<file path="config.mk">
export PLATFORM = sky130hd
export DESIGN_NAME = mux_capture_fifo_flat
export DESIGN_NICKNAME = d
export VERILOG_FILES = /design/src/rtl/mux_capture_fifo_if.sv /design/src/rtl/mux_capture_fifo.sv /design/src/flat_wrapper.sv
export SDC_FILE = /design/constraint.sdc
export NUM_CORES = 1
export LEC_CHECK = 0
export CAP_MARGIN = 20
export CORE_ASPECT_RATIO = 0.9
export CORE_MARGIN = 1.5
export CORE_UTILIZATION = 61
export DETAILED_ROUTE_END_ITERATION = 7
export GPL_TIMING_DRIVEN = 0
export PLACE_DENSITY_LB_ADDON = 0.15
export SYNTH_ARGS = -nofsm -noshare
export SYNTH_HDL_FRONTEND = slang
export SYNTH_SLANG_ARGS = --single-unit
export TNS_END_PERCENT = 30
</file>
<file path="constraint.sdc">
create_clock -name clk -period 3.56 [get_ports clk]
set_input_delay 0.712 -clock clk [delete_from_list [all_inputs] [get_ports clk]]
set_output_delay 0.712 -clock clk [all_outputs]
set_load 0.02 [all_outputs]
</file>
<file path="src/rtl/mux_capture_fifo_if.sv">
// Capture-side stream bundle for mux_capture_fifo.
// Upstream mux output in, tagged FIFO head out.
interface mux_capture_fifo_if #(
  parameter int DATA_WIDTH = 8,
  parameter int SEL_WIDTH  = 4
);
  logic [DATA_WIDTH-1:0] in_data;
  logic [SEL_WIDTH-1:0]  in_sel;
  logic                  in_valid;
  logic [DATA_WIDTH-1:0] out_data;
  logic [SEL_WIDTH-1:0]  out_sel;
  logic                  out_valid;
  logic                  out_ready;

  modport master (
    output in_data,
    output in_sel,
    output in_valid,
    output out_ready,
    input  out_data,
    input  out_sel,
    input  out_valid
  );

  modport slave (
    input  in_data,
    input  in_sel,
    input  in_valid,
    input  out_ready,
    output out_data,
    output out_sel,
    output out_valid
  );
endinterface

</file>
<file path="src/rtl/mux_capture_fifo.sv">
// Captures tagged port-mux output into a FIFO.
// Drops illegal tags and overflows with sticky flags.
module mux_capture_fifo #(
  parameter int DATA_WIDTH = 8,
  parameter int SEL_WIDTH  = 4,
  parameter int DEPTH      = 8,
  parameter int NUM_PORTS  = 10
) (
  input  logic                         clk,
  input  logic                         rst_n,
  mux_capture_fifo_if.slave            bus,
  input  logic                         clr_flags,
  output logic [$clog2(DEPTH+1)-1:0]   count,
  output logic                         full,
  output logic                         overflow,
  output logic                         bad_sel
);
  localparam int CW = $clog2(DEPTH + 1);
  localparam int PW = $clog2(DEPTH);

  typedef logic [PW-1:0] ptr_t;

  logic [DATA_WIDTH-1:0] mem_data [DEPTH];
  logic [SEL_WIDTH-1:0]  mem_sel  [DEPTH];

  ptr_t wr_ptr;
  ptr_t rd_ptr;
  logic legal;
  logic pop;
  logic push;
  logic ovf_ev;
  logic bad_ev;

  function automatic ptr_t inc(ptr_t p);
    return (p == ptr_t'(DEPTH - 1)) ? '0 : p + ptr_t'(1);
  endfunction

  assign legal  = 32'(bus.in_sel) < NUM_PORTS;
  assign pop    = bus.out_valid && bus.out_ready;
  assign push   = bus.in_valid && legal && (!full || pop);
  assign ovf_ev = bus.in_valid && legal && full && !pop;
  assign bad_ev = bus.in_valid && !legal;

  assign bus.out_valid = (count != '0);
  assign full          = (count == CW'(DEPTH));
  assign bus.out_data  = mem_data[rd_ptr];
  assign bus.out_sel   = mem_sel[rd_ptr];

  // storage write, left unreset
  always_ff @(posedge clk) begin
    if (push) begin
      mem_data[wr_ptr] <= bus.in_data;
      mem_sel[wr_ptr]  <= bus.in_sel;
    end
  end

  // pointers and occupancy
  always_ff @(posedge clk or negedge rst_n) begin
    if (!rst_n) begin
      wr_ptr <= '0;
      rd_ptr <= '0;
      count  <= '0;
    end else begin
      if (push) wr_ptr <= inc(wr_ptr);
      if (pop)  rd_ptr <= inc(rd_ptr);
      unique case ({push, pop})
        2'b10:   count <= count + CW'(1);
        2'b01:   count <= count - CW'(1);
        default: count <= count;
      endcase
    end
  end

  // sticky flags, a new event beats clear
  always_ff @(posedge clk or negedge rst_n) begin
    if (!rst_n) begin
      overflow <= 1'b0;
      bad_sel  <= 1'b0;
    end else begin
      overflow <= ovf_ev | (overflow & ~clr_flags);
      bad_sel  <= bad_ev | (bad_sel & ~clr_flags);
    end
  end
endmodule

</file>
<file path="src/flat_wrapper.sv">
// flat-port wrapper written by rule: the top's interface ports become plain ports
module mux_capture_fifo_flat 
#(
  parameter int DATA_WIDTH = 8,
  parameter int SEL_WIDTH  = 4,
  parameter int DEPTH      = 8,
  parameter int NUM_PORTS  = 10
)
  (clk, rst_n, clr_flags, count, full, overflow, bad_sel, bus_in_data, bus_in_sel, bus_in_valid, bus_out_ready, bus_out_data, bus_out_sel, bus_out_valid);
  mux_capture_fifo_if #(.DATA_WIDTH(DATA_WIDTH), .SEL_WIDTH(SEL_WIDTH)) bus_i ();
  input  logic clk;
  input  logic rst_n;
  input  logic clr_flags;
  output logic [$clog2(DEPTH+1)-1:0] count;
  output logic full;
  output logic overflow;
  output logic bad_sel;
  input wire logic [$bits(bus_i.in_data)-1:0] bus_in_data;
  input wire logic [$bits(bus_i.in_sel)-1:0] bus_in_sel;
  input wire logic [$bits(bus_i.in_valid)-1:0] bus_in_valid;
  input wire logic [$bits(bus_i.out_ready)-1:0] bus_out_ready;
  output wire logic [$bits(bus_i.out_data)-1:0] bus_out_data;
  output wire logic [$bits(bus_i.out_sel)-1:0] bus_out_sel;
  output wire logic [$bits(bus_i.out_valid)-1:0] bus_out_valid;
  assign bus_i.in_data = bus_in_data;
  assign bus_i.in_sel = bus_in_sel;
  assign bus_i.in_valid = bus_in_valid;
  assign bus_i.out_ready = bus_out_ready;
  assign bus_out_data = bus_i.out_data;
  assign bus_out_sel = bus_i.out_sel;
  assign bus_out_valid = bus_i.out_valid;
  mux_capture_fifo #(.DATA_WIDTH(DATA_WIDTH), .SEL_WIDTH(SEL_WIDTH), .DEPTH(DEPTH), .NUM_PORTS(NUM_PORTS)) u_core (.clk(clk), .rst_n(rst_n), .bus(bus_i), .clr_flags(clr_flags), .count(count), .full(full), .overflow(overflow), .bad_sel(bad_sel));
endmodule
</file>
Word level (Yosys, flattened, before mapping)
Memory sizes are Yosys's and may differ from the RTL's.
Index checks and enable logic that the tools add are counted.
{ "classes": {"bitwise_logic": 5, "addsub": 4, "n_reduce_logical": 12, "magnitude_cmp": 1, "eq_ne": 5, "n_mux": 5} }
{ "op_table": {"columns": ["operator", "count"], "rows": [
  ["$pmux 4 s2", 1],
  ["$add 3x1->3 const B", 2],
  ["$eq 3x3->1 const B", 2],
  ["$logic_and 1x1->1", 6],
  ["$mux 3", 2],
  ["$add 4x1->4 const B", 1],
  ["$eq 4x4->1 const B", 1],
  ["$lt 4x4->1 const B", 1],
  ["$reduce_bool 4->1", 1],
  ["$sub 4x1->4 const B", 1],
  ["$logic_not 1->1", 3],
  ["$and 1x1->1", 2],
  ["$eq 2x1->1 const B", 1],
  ["$eq 2x2->1 const B", 1],
  ["$mux 1", 2],
  ["$or 1x1->1", 2],
  ["$reduce_bool 2->1", 1],
  ["$logic_or 1x1->1", 1],
  ["$not 1->1", 1]
]} }
{ "totals": {"ramBits": 96, "regBits": 12, "output_inout_bits": 20, "n_memories": 2, "wordCells": 39, "input_bits": 17} }
{ "mem_list": {"columns": ["memory", "words", "word_bits", "rd", "rd_clocked_by_memory_dff", "write_ports", "line_no", "text"], "rows": [
  ["u_core.mem_data", 8, 8, 1, 0, 1, "mux_capture_fifo.sv:23", "logic [DATA_WIDTH-1:0] mem_data [DEPTH];"],
  ["u_core.mem_sel", 8, 4, 1, 0, 1, "mux_capture_fifo.sv:24", "logic [SEL_WIDTH-1:0] mem_sel [DEPTH];"]
]} }

Depth between registers and ports, before layout
Gate-level depths: netlist of run 1.
{ "depth": {"depth_word": 6, "ltp_mapped": 10, "mapped_depth_nobuf": 10} }

Worst setup path after synthesis of run 1
OpenSTA, ideal clock, no wires.
{ "synth_timing": {"path_kind": "input-to-reg", "start": "input port bus_in_sel[2]", "end": "memory u_core.mem_data[0][0] (enable)", "setup_time_ns": 0.412, "t_arrival_ns": 2.602, "stages": 3, "n_path_buf": 0, "setup_slack_ns": 0.545, "cell_sequence": "o21ai_0 o211ai_4 nor4_1"} }
{ "synth_between": {"elab_chain_cells": 5} }
{ "synth_rtl": {"columns": ["element", "line_no", "text"], "rows": [
  ["start: declaration", "flat_wrapper.sv:19", "input wire logic [$bits(bus_i.in_sel)-1:0] bus_in_sel;"],
  ["$lt 4x4->1", "mux_capture_fifo.sv:38", "assign legal = 32'(bus.in_sel) < NUM_PORTS;"],
  ["$logic_and 1x1->1 (2 in series)", "mux_capture_fifo.sv:40", "assign push = bus.in_valid && legal && (!full || pop);"],
  ["$mux 1", "mux_capture_fifo.sv:51", "if (push) begin"],
  ["$mux 1 (not written as such)", "mux_capture_fifo.sv:52", "mem_data[wr_ptr] <= bus.in_data;"],
  ["end: declaration", "mux_capture_fifo.sv:23", null]
]} }
No other way between the ends.

Worst setup path in the final report of run 1
{ "layout_timing": {"start": "register u_core.rd_ptr[1]", "end": "output port bus_out_sel[2]"} }
{ "layout_between": {"elab_chain_cells": 1} }
{ "layout_rtl": {"columns": ["element", "line_no", "text"], "rows": [
  ["start: declaration", "mux_capture_fifo.sv:27", "ptr_t rd_ptr;"],
  ["start signal: assignment", "mux_capture_fifo.sv:65", "if (pop) rd_ptr <= inc(rd_ptr);"],
  ["$mem_v2 8x4", null, null],
  ["end: declaration", "flat_wrapper.sv:23", "output wire logic [$bits(bus_i.out_sel)-1:0] bus_out_sel;"]
]} }
No other way between the ends.

==> flow_metrics.py, run 1 <==
metrics = {
    "finish": {
        "drive_gt1_share_pct": 28.4,
        "syn_to_final_growth_pct": 18.7,
        "diodes": 0,
        "mostFrequentLayoutCells": "edfxtp_1, clkdlybuf4s50_1, mux4_2, mux2_2, dfrtp_1",
        "final_common_cell": "edfxtp_1",
        "nets": 287,
    },
    "global_route": {
        "antenna_found_initial": 0,
        "globalRouteTotalUtil_pct": 22.5,
        "grt_pass1_vias": 2232,
        "grt_pass1_wl_um": 12400,
        "grt_overflow": 0,
        "grt_max_degree": 18,
    },
    "synth": {
        "synth_top_family_by_area": "multiplexers",
        "synth_top_cell_by_area": "edfxtp_1",
        "synthAdderAreaFrac_pct": 2.03,
        "avgSynthCellArea_um2": 20.8,
        "synth_mux_area_share_pct": 16.8,
        "synth_simple_gate_area_share_pct": 3.39,
        "synthDistinctLibCells": 30,
        "synth_area_um2": 4320,
        "synthTopCellsByArea": "edfxtp_1, mux4_2, dfrtp_1",
        "synth_top_cell_area_share_pct": 66.7,
        "yosys_warnings": 0,
        "synth_xor_xnor_area_share_pct": 1.01,
        "yosysSeqAreaShare_pct": 73.6,
        "syn_nets": 232,
        "postSynthCellCount": 208,
        "ys_ff_latch": 108,
        "synth-compound-area-share_pct": 1.97,
    },
    "timing": {
        "setup_viol": 0,
        "rsz0062_at_grt": "false",
        "fmax_mhz": 292,
        "finalMaxSlewViolations": 0,
        "relSlewSlack_pct": 49.5,
        "worstMarginPinSlew_ns": 0.751,
        "hold_ws_ns": 0.520,
        "hold_viol_final": 0,
        "setup_tns_ns": 0,
        "skew_ns": 0.00842,
        "fin_crit_ns": 3.43,
        "period_share_pct": 96.2,
    },
    "floorplan": {
        "dieArea_um2": 7600,
        "die_h_um": 82.9,
        "num_rows": 28,
        "core_area_um2": 6730,
        "fp.dieW_um": 91.7,
        "ios": 37,
        "initial_utilization_pct": 64.3,
    },
    "clock_tree": {
        "tritoncts": "yes",
        "cts_buffers": 9,
        "h-tree-depth": 3,
        "hold_buffers": 0,
        "clk-insertion-delay-late_ns": 0.35,
        "clk_path_buf_depth": 2,
        "cts.sinks": 108,
        "clkTransAtPathRegs_ns": 0.09,
        "post_cts_buffers": 0,
        "post_cts_resize_count": 3,
        "clockRootBuffer": "clkbuf_8",
    },
    "setup_path": {
        "r2r_slack_ns": 0.84,
        "worstSetupPathType": "reg2out",
        "crit_start": "u_core.rd_ptr[1]",
        "required_ns": 2.85,
        "startpoint_type": "flip-flop",
        "arrival_ns": 2.71,
        "r2r-start": "u_core.count[1]",
        "crit_path_max_fanout": 10,
        "end_kind": "primary output",
    },
    "route": {
        "drt_pre_antenna_iters": 4,
        "first_iter_violations": 186,
        "post_drt_wl_per_cell_um": 21.9,
        "drc": 0,
        "wl_met1_um": 3350,
        "dr_wl_met2_um": 4100,
        "vias_per_cell": 6.11,
        "drt-total-wl_um": 7850,
        "top_layer_used": "met4",
        "num_vias": 2187,
        "ant_nets": 0,
        "wl_met3_um": 352,
    },
    "placement": {
        "io_buffers": 36,
        "gp_congestion": 0.727,
        "hpwl_um": 5320,
    },
    "power_and_ir_drop": {
        "peakVddDrop_mv": 0.472,
        "power.density_nw_per_um2": 766,
        "p_leak_nw": 1.73,
    },
    "min_path": {
        "hp-class": "reg2reg",
        "min_from": "u_core.count[3]",
    },
    "outcome": {
        "status": "finished, final reports clean",
    },
    "run": {
        "maxCapViolCount": 0,
    },
}
==> per-layer routing <==
metal | GRT usage [%] | vias up
met2 | 36.0 | 65
met5 | 0 | -
met1 | 32.6 | 1155
met3 | 4.95 | 4
li1 | - | 963
met4 | 5.17 | 0
==> stage by stage <==
step	utilization, %	area (um2)	setup WS (ns)	total power, W	instances
after floorplan	-	4320	0.545	0.00262	208
after global placement	71.3	4800	-1.35	0.00311	334
after detailed placement	73.0	4910	0.0649	0.00318	342
after CTS	76.2	5130	0.0121	0.00396	358
after global routing	76.3	5130	0.0125	0.00411	358
final	76.3	5130	0.134	0.00393	358
==> synthesized netlist by cell type <==
master / number
o211ai_4: 1
nor3_1: 7
a21o_1: 1
xnor2_1: 2
o22ai_1: 1
nor4b_1: 1
o32ai_1: 1
nand3b_1: 1
edfxtp_1: 96
nand2_1: 4
xor2_1: 3
o21ai_0: 2
a21oi_1: 1
or4b_4: 1
or4_2: 1
o2111ai_1: 1
dfrtp_1: 12
nand3_1: 1
inv_1: 5
nand2b_1: 4
ha_1: 7
nor2_1: 4
mux2_2: 14
a2111oi_0: 1
a21o_2: 1
nor4_1: 2
mux4_2: 24
clkbuf_1: 4
mux2_4: 2
buf_2: 3
==> state kept, by name (all words and copies together), names as in the netlist <==
register and cells:
u_core.mem_data 64, u_core.mem_sel 32, u_core.count 4, u_core.rd_ptr 3
u_core.wr_ptr 3, u_core.bad_sel 1, u_core.overflow 1
==> final timing paths <==
check                                   endpoint  depth (start not counted)
worst max-delay path              bus_out_sel[2]                          5
worst min-delay path             u_core.count[3]                          1
worst max register to register   u_core.count[3]                          7
worst min register to register   u_core.count[3]                          1
max in group asynchronous       u_core.rd_ptr[0]                          1
min in group asynchronous        u_core.count[2]                          1
==> cell type report <==
class	instances	area, um2
sequential	108	3180
fill	367	1600
multi-input combinational	88	1120
timing repair buffer	44	447
clock buffer	10	128
tap	90	113
clock inverter	6	86.3
buffer	7	37.5
inverter	5	18.8
==> worst max-delay path: stages (launching register included) <==
cell and delay (ns):
dfrtp_1 0.35, clkbuf_1 0.41, clkbuf_2 0.41, mux4_2 0.37, mux2_2 0.29, clkdlybuf4s50_1 0.54
==> cell families (layout without fill, tap and decap cells) <==
kind of cell             after synthesis  in the layout
flip-flops                           108            108
multiplexers                          40             40
AND/OR/NAND/NOR                       26             26
buffers and inverters                 12             72
AO/OA/AOI/OAI                         10             10
adder cells (fa/ha/maj)                7              7
XOR/XNOR                               5              5
==> where the power goes <==
group	internal (W)	switching, W
clock	0.000397	0.000385
sequential	0.00155	0.000129
combinational	0.000772	0.000699
(Power assumes the default switching activity.)
==> inputs of run 2 (changes only) <==
- CTS_BUF_LIST: not set -> sky130_fd_sc_hd__clkbuf_4 sky130_fd_sc_hd__clkbuf_8 sky130_fd_sc_hd__clkbuf_16
==> flow_metrics.py, run 2 (same netlist as run 1, synthesis figures left out) <==
metrics = {
    "floorplan": {
        "num_rows": 28,
        "dieArea_um2": 7600,
        "ios": 37,
        "die_h_um": 82.9,
        "core_area_um2": 6730,
        "fp.dieW_um": 91.7,
        "initial_utilization_pct": 64.3,
    },
    "setup_path": {
        "cp_slowest_cell": "clkdlybuf4s50_1",
        "path_cells": "clkbuf_1, clkbuf_2, mux4_2, mux2_2, clkdlybuf4s50_1",
        "crit_path_max_fanout": 10,
        "required_ns": 2.85,
        "arrival_ns": 2.71,
        "worstSetupPathType": "reg2out",
        "max_stage_delay_ns": 0.54,
        "end_kind": "primary output",
        "startpoint_type": "flip-flop",
    },
    "global_route": {
        "antenna_found_initial": 0,
        "globalRouteTotalUtil_pct": 22.5,
        "grt_pass1_wl_um": 12400,
        "grt_max_degree": 18,
        "grt_pass1_vias": 2232,
        "grt_overflow": 0,
    },
    "power_and_ir_drop": {
        "peakVddDrop_mv": 0.472,
        "p_leak_nw": 1.73,
        "power.density_nw_per_um2": 767,
        "p_total_w": 0.00394,
    },
    "min_path": {
        "hp-class": "reg2reg",
    },
    "clock_tree": {
        "clk-insertion-delay-late_ns": 0.36,
        "tritoncts": "yes",
        "clkTransAtPathRegs_ns": 0.09,
        "hold_buffers": 0,
        "cts.sinks": 108,
        "clk_path_buf_depth": 2,
        "h-tree-depth": 3,
        "clockRootBuffer": "clkbuf_8",
        "cts_buffers": 9,
    },
    "timing": {
        "setup_viol": 0,
        "fin_crit_ns": 3.43,
        "postLayoutSetupSlackWorst_ns": 0.134,
        "worstMarginPinSlew_ns": 0.751,
        "setup_tns_ns": 0,
        "skew_ns": 0.00922,
        "finalMaxSlewViolations": 0,
        "relSlewSlack_pct": 49.5,
        "rsz0062_at_grt": "false",
        "hold_viol_final": 0,
        "period_share_pct": 96.2,
        "fmax_mhz": 292,
    },
    "finish": {
        "final_common_cell": "edfxtp_1",
        "diodes": 0,
        "regMostFlops": "u_core.mem_data",
        "drive_gt1_share_pct": 28.7,
        "syn_to_final_growth_pct": 18.8,
        "fill_cells": 367,
        "fin_area_um2": 5130,
        "top_regs": "u_core.mem_data (64), u_core.mem_sel (32), u_core.count (4)",
        "final_util_pct": 76.3,
        "largest_register_ffs": 64,
        "mostFrequentLayoutCells": "edfxtp_1, clkdlybuf4s50_1, mux4_2, mux2_2, dfrtp_1",
        "nets": 287,
    },
    "route": {
        "drc": 0,
        "num_vias": 2180,
        "post_drt_wl_per_cell_um": 21.9,
        "drt_pre_antenna_iters": 4,
        "first_iter_violations": 183,
        "ant_nets": 0,
        "drt-total-wl_um": 7840,
        "vias_per_cell": 6.09,
    },
    "placement": {
        "hpwl_um": 5320,
        "io_buffers": 36,
        "gp_congestion": 0.727,
        "place_area_um2": 4910,
        "pre_cts_ws_ns": 0.0649,
    },
    "run": {
        "maxCapViolCount": 0,
    },
    "outcome": {
        "status": "finished, final reports clean",
    },
}
==> run 2: changes by cell type in the layout (fill, tap and decap cells not counted) <==
cell	previous run	this run
clkbuf_1	3	2
clkbuf_4	1	2
==> run 2: metal layers <==
metal / share of wire [%] / track usage (%) / wire length (um) / up-vias
li1: - / - / - / 963
met1: 42 / 32.6 / 3330 / 1144
met2: 52 / 36.0 / 4090 / 69
met3: 4.7 / 4.95 / 370 / 4
met4: 0.61 / 5.17 / 48 / 0
met5: 0 / 0 / 0 / -
==> run 2: area by class of cell <==
type,instances,area [um2],share of cell area (%)
sequential,108,3180,62.0
multi-input combinational,88,1120,21.8
timing repair buffer,44,447,8.70
clock buffer,10,131,2.56
tap,90,113,2.19
clock inverter,6,86.3,1.68
buffer,7,37.5,0.731
inverter,5,18.8,0.366
==> run 2: power by group <==
| group | switching [W] | leakage, nW | internal (W) |
|---|---|---|---|
| clock network | 0.000386 | 0.112 | 0.000405 |
| logic | 0.000699 | 0.605 | 0.000772 |
| registers | 0.000129 | 1.01 | 0.00155 |
==> run 2: final timing paths <==
path | endpoint | cells after the start | slack (ns) | start
hold reg to reg | u_core.count[3] | 1 | 0.52 | u_core.count[3]
setup reg to reg | u_core.count[3] | 7 | 0.84 | u_core.count[1]
setup / recovery | bus_out_sel[2] | 5 | 0.13 | u_core.rd_ptr[1]
max in group asynchronous | u_core.rd_ptr[0] | 1 | 2.45 | rst_n
min in group asynchronous | u_core.count[2] | 1 | 0.73 | rst_n
hold / removal | u_core.count[3] | 1 | 0.52 | u_core.count[3]
==> run 2: worst max-delay path: cells and delay by family, from the launching register on <==
| kind | cells | cell delay [ns] |
|---|---|---|
| buffers and inverters | 3 | 1.36 |
| multiplexers | 2 | 0.66 |
| flip-flops | 1 | 0.35 |
==> run 2: what timing repair did <==
action | CTS | global route
setup buffers | 0 | 0
resized for setup | 3 | 1
endpoints found under the setup margin | 12 | 8
==> run 2: per-stage QoR <==
step	hold slack, ns	cells
2_1_floorplan	0.416	208
3_3_place_gp	0.500	334
3_5_place_dp	0.510	342
4_1_cts	0.519	358
5_1_grt	0.547	358
6_report	0.520	358
